`src/rtl/param_decoder.sv`:
```
// Parameterized N-to-2^N one-hot decoder with a combinational output and a registered copy.
// Optional one-hot integrity checker enabled by defining PARAM_DECODER_ONEHOT_CHECK_EN.

`ifdef PARAM_DECODER_ONEHOT_CHECK_EN
module param_decoder_chk (
    input  logic clk,
    input  logic rst,
    input  logic viol
);
    // Simulation-only report of an integrity violation seen by the decoder.
    always @(posedge clk) begin
        if (!rst && viol) begin
            $error("param_decoder: one-hot integrity violation");
        end
    end
endmodule
`endif

module param_decoder #(
    parameter int N = 3
) (
    input  logic                clk,
    input  logic                rst,
    input  logic                en,
    input  logic [N-1:0]        a,
    output logic [(2**N)-1:0]   y,
    output logic [(2**N)-1:0]   y_q,
    output logic [N-1:0]        idx_q,
    output logic                valid_q,
    output logic                err
);
    localparam int Y_WIDTH = 2**N;

    if (N < 1 || N > 16) begin : g_bad_n
        $error("param_decoder: N must be within 1..16");
    end

    logic [Y_WIDTH-1:0] y_s;
    logic [Y_WIDTH-1:0] y_q_r;
    logic [N-1:0]       idx_q_r;
    logic               valid_q_r;

    // Loop-compare decode: an unknown bit on a matches nothing, so y falls to zero.
    always_comb begin
        y_s = '0;
        for (int i = 0; i < Y_WIDTH; i++) begin
            if (a == i[N-1:0]) begin
                y_s[i] = 1'b1;
            end else begin
                y_s[i] = 1'b0;
            end
        end
    end

    // Capture the decode, its index and the sticky valid flag on enabled edges.
    always_ff @(posedge clk or posedge rst) begin
        if (rst) begin
            y_q_r     <= '0;
            idx_q_r   <= '0;
            valid_q_r <= 1'b0;
        end else if (en) begin
            y_q_r     <= y_s;
            idx_q_r   <= a;
            valid_q_r <= 1'b1;
        end else begin
            y_q_r     <= y_q_r;
            idx_q_r   <= idx_q_r;
            valid_q_r <= valid_q_r;
        end
    end

    assign y       = y_s;
    assign y_q     = y_q_r;
    assign idx_q   = idx_q_r;
    assign valid_q = valid_q_r;

`ifdef PARAM_DECODER_ONEHOT_CHECK_EN
    localparam logic [Y_WIDTH-1:0] ONE = {{(Y_WIDTH-1){1'b0}}, 1'b1};

    function automatic logic is_onehot(input logic [Y_WIDTH-1:0] v);
        return (v != '0) && ((v & (v - ONE)) == '0);
    endfunction

    logic viol_s;
    logic err_r;

    // Combine the free-running decode check with the registered-copy checks.
    always_comb begin
        viol_s = !is_onehot(y_s);
        if (valid_q_r) begin
            viol_s = viol_s || !is_onehot(y_q_r) || (y_q_r != (ONE << idx_q_r));
        end else begin
            viol_s = viol_s;
        end
    end

    // Sticky error flag, cleared only by reset.
    always_ff @(posedge clk or posedge rst) begin
        if (rst) begin
            err_r <= 1'b0;
        end else if (viol_s) begin
            err_r <= 1'b1;
        end else begin
            err_r <= err_r;
        end
    end

    assign err = err_r;

    param_decoder_chk u_chk (
        .clk  (clk),
        .rst  (rst),
        .viol (viol_s)
    );
`else
    assign err = 1'b0;
`endif

endmodule

```
`config.mk`:
```
export PLATFORM = sky130hd
export DESIGN_NAME = param_decoder
export DESIGN_NICKNAME = d
export VERILOG_FILES = /design/src/rtl/param_decoder.sv
export SDC_FILE = /design/constraint.sdc
export NUM_CORES = 1
export LEC_CHECK = 0
export ABC_AREA = 1
export ABC_CLOCK_PERIOD_IN_PS = 1350
export BUFFER_PORTS_ARGS = -buffer_cell sky130_fd_sc_hd__buf_2
export CORE_AREA = 2 2 39 41
export CTS_BUF_LIST = sky130_fd_sc_hd__clkbuf_8
export DETAILED_ROUTE_END_ITERATION = 8
export DIE_AREA = 0 0 41 43
export PLACE_DENSITY = 0.77
export SYNTH_ARGS = -nofsm -noshare
export SYNTH_HDL_FRONTEND = slang
export SYNTH_SLANG_ARGS = --single-unit
```
`constraint.sdc`:
```
create_clock -name clk -period 1.35 [get_ports clk]
set_input_delay 0.135 -clock clk [delete_from_list [all_inputs] [get_ports clk]]
set_output_delay 0.135 -clock clk [all_outputs]
set_load 0.1 [all_outputs]
```
* Word level (Yosys, flattened, before mapping)
Index checks and enable logic that the tools add are counted.
Cells by class: equal/unequal tests 7, reductions and logical operators 1, mux-type cells 8
Operators with widths (number):
- 3-bit == test (second input constant) | 4
- 1-bit 2-to-1 mux | 8
- 3-bit by 2-bit == test with 1-bit output (second input constant) | 2
- 3-bit by 1-bit == test with 1-bit output (second input constant) | 1
- 3-bit zero test | 1
Word-level totals: word-level logic and storage cells 19, flip-flop bits (word level) 12, input bits 6, output and inout port bits 21

* Longest topological paths before layout
depth in word-level cells 2, depth in mapped cells 5, mapped depth without buffers 4

* Worst setup path before layout
Ideal clock, no wire load.
path kind input to output, start input port a[2], end output port y[5], stages 3, data required time 1.215 ns, arrival 2.373 ns, setup slack -1.158 ns, path through buf_6 inv_2 nor3_1
Between the ends: longest elaborated chain between the ends 2
Ends and longest elaborated chain:
- start: declaration | line 25 | input logic [N-1:0] a,
- 3-bit == test | line 47 | if (a == i[N-1:0]) begin
- 1-bit 2-to-1 mux | line 47
- end: declaration | line 26 | output logic [(2**N)-1:0] y,
No other way between the ends.

* Worst setup path after layout
start register y_q_r[1] (netlist: y_q[1]), end output port y_q[1]
RTL lines:
- start: declaration | line 39 | logic [Y_WIDTH-1:0] y_q_r;
- start signal: assignment | line 62 | y_q_r <= y_s;
- start signal: assignment | line 66 | y_q_r <= y_q_r;
- end: declaration | line 27 | output logic [(2**N)-1:0] y_q,
No word-level cell between the ends.

==> run_results.csv <==
group,metric,value,unit
worst_setup_path,critPathTopFamily,"buffers and inverters",
floorplanning,ios,27,
timing,post-route-period-util,85.7,%
timing,maxSlewViolCount,0,
synth,synth_area_per_cell,9.22,sq um
worst_setup_path,path_max_fanout,2,
route,drt_first_pass_iters,4,
hold_path,hold_depth,3,
worst_setup_path,slowest_delay,430,ps
route,drt-initial-drc-count,10,
cts,cts_max_level,1,
floorplanning,placementRows,14,
global_routing,grt_overflow,0,
place,hpwl,940,um
synth,synthDistinctLibCells,18,
synth,syn_nets,71,
global_routing,grt_antenna_before_repair,0,
global_routing,grt_pass1_wl,2010,um
synth,yosys_warnings,0,
synth,seq_area_frac_synth,50.1,%
global_routing,groute.usage.overall,18.5,%
cts,post_cts_resized,0,
worst_setup_path,crit_path_start_kind,"flip-flop",
timing,fin_ws,192,ps
hold_path,hold_start,"en",
place,pre_cts_slack,260,ps
cells_and_area,diodes,0,
floorplanning,die_area,0.00176,sq mm
timing,setup_viol,0,
synth,synth.most_common_cell,"nand2_1",
worst_setup_path,timing.rr.end,"valid_q",
pwr,internal_power,0.654,mW
pwr,switching_power,0.455,mW
route,drt-total-wl,1250,um
worst_setup_path,path_cells,"buf_2",
place,place.gp.congestion,0.776,
synth,synth_area_leaders,"dfrtp_1 50%, nand2_1 12%, buf_6 9.4%",
pwr,p_comb_share,35.7,%
cts,cts_sinks,12,
worst_setup_path,cp_slowest_cell,"buf_2",
worst_setup_path,worstPathArrival,1020,ps
timing,fin_setup_tns,0,ps
hold_path,worstHoldPathType,"input port to flip-flop",
cts,clk_latency,240,ps
synth,synth_edf_count,0,
cells_and_area,layout-drive-gt1-share,48.9,%
run,drv_cap,0,
synth,synth_top_flop_cell,"dfrtp_1",
floorplanning,die-height,43,um
global_routing,grt_start_max_net_pins,14,
route,wl_per_cell,12.1,um
worst_setup_path,crit_buf_inv,1,
timing,min_period,1160,ps
pwr,power_density,1250,mW/mm^2
place,port_buffers,25,
synth,yosysTopAreaCell,"dfrtp_1",
cells_and_area,fin_util,63.9,%
route,drt.antenna.violating_nets,0,
cells_and_area,areaGrowthSynthToFinish,47.6,%
cts,clk_pin_slew,50,ps
synth,synth_top_area_share,50.1,%
pwr,p_sw_share,41.0,%
worst_setup_path,ff2ff_setup_slack,670,ps
cts,cts_tree,"yes",
route,viasPerCell,4.80,
floorplanning,design.core.area,0.00138,sq mm
pwr,p_clk_share,28.9,%
timing,rsz0062_at_grt,"no",
floorplanning,die_w,41,um
route,drc,0,
route,num_vias,499,
synth,synthArstFlopShare,100,%
cts,clk_path_buf_depth,2,
synth,syn-cell-area,599,sq um
hold_path,hold_end,"y_q[3]",
worst_setup_path,r2r_start,"valid_q",
timing,final.setup_skew,0,ps
timing,hold_viol_final,0,
worst_setup_path,reg2reg_depth,1,
pwr,ir_drop,0.000745,V
cts,cts_buffers,3,
pwr,leakage,0.456,nW
synth,synth-seq-cells,12,
outcome,status,"finished clean",
synth,synth_commonest_cells,"19 x nand2_1, 12 x dfrtp_1, 6 x nor3_1",
pwr,p_seq_share,35.4,%
worst_setup_path,crit_type,"flip-flop to primary output",
worst_setup_path,critPathRequiredTime,1220,ps
synth,syn_inst,65,
worst_setup_path,cp-end-kind,"primary output",
global_routing,grt_pass1_vias,472,
floorplanning,start_util,43.3,%
cells_and_area,nNetsFinal,96,
timing,fmax,864,MHz
cts,root_buffer,"clkbuf_8",
-- placed cells by master, fill, tap and decap left out, drive strengths merged --
master       instances
buf                 25
clkbuf               3
conb                 1
dfrtp               12
dlygate4sd3          1
inv                  5
nand2               22
nand3                2
nand4                4
nor2                 3
nor3                 6
o21ai                3
or2                  1
-- area by class of cell --
type,count,area (sq um)
Multi-Input combinational cell,42,244
Inverter,5,23.8
Fill cell,127,499
Tap cell,16,20.0
Timing Repair Buffer,26,255
Sequential cell,12,300
Clock buffer,3,41.3
-- sequential cells by signal (all words and copies together) (netlist names) --
register,flops
y_q,8
idx_q,3
valid_q,1
-- timing repair --
| item | in CTS | in global routing |
|---|---|---|
| hold endpoints to repair | 12 | 0 |
| hold buffers | 1 | 0 |
| setup buffers | 0 | 0 |
-- how the worst max path moves through the flow --
stage                     cells after the start      to    from
final                                         1  y_q[1]  y_q[1]
after global routing                          1  y_q[7]  y_q[7]
after CTS                                     1  y_q[7]  y_q[7]
after detailed placement                      4    y[5]    a[2]
after global placement                        4    y[6]    a[2]
after floorplan                               3    y[5]    a[2]
-- through the flow --
step / cells / instance area [sq um] / power, mW / hold slack, ps
6_report: 104 / 885 / 1.11 / 243
3_3_place_gp: 100 / 833 / 0.790 / 147
2_1_floorplan: 65 / 632 / 0.724 / -0.301
5_1_grt: 104 / 885 / 1.15 / 260
4_1_cts: 104 / 885 / 1.12 / 233
3_5_place_dp: 100 / 833 / 0.794 / 161
-- cell families after synthesis --
| kind of cell | Yosys count | share of synthesized area (%) |
|---|---|---|
| other | 1 | 0.626 |
| AO/OA/AOI/OAI | 3 | 3.76 |
| flip-flops | 12 | 50.1 |
| AND/OR/NAND/NOR | 38 | 30.9 |
| buffers and inverters | 11 | 14.6 |
-- power groups by stage --
stage	Clock (mW)	Combinational (mW)	Sequential [mW]
after detailed placement	0	0.395	0.399
after global placement	0	0.392	0.398
after floorplan	0	0.169	0.555
final	0.321	0.395	0.393
after CTS	0.333	0.398	0.393
after global routing	0.340	0.412	0.395
-- per-layer routing --
metal / GRT usage, % / wire [um] / up-vias
met5: 0 / 0 / -
met4: 16.0 / 55 / 0
met3: 7.85 / 94 / 4
met2: 25.0 / 601 / 21
met1: 20.9 / 502 / 224
li1: - / - / 250
(Power assumes the default switching activity.)
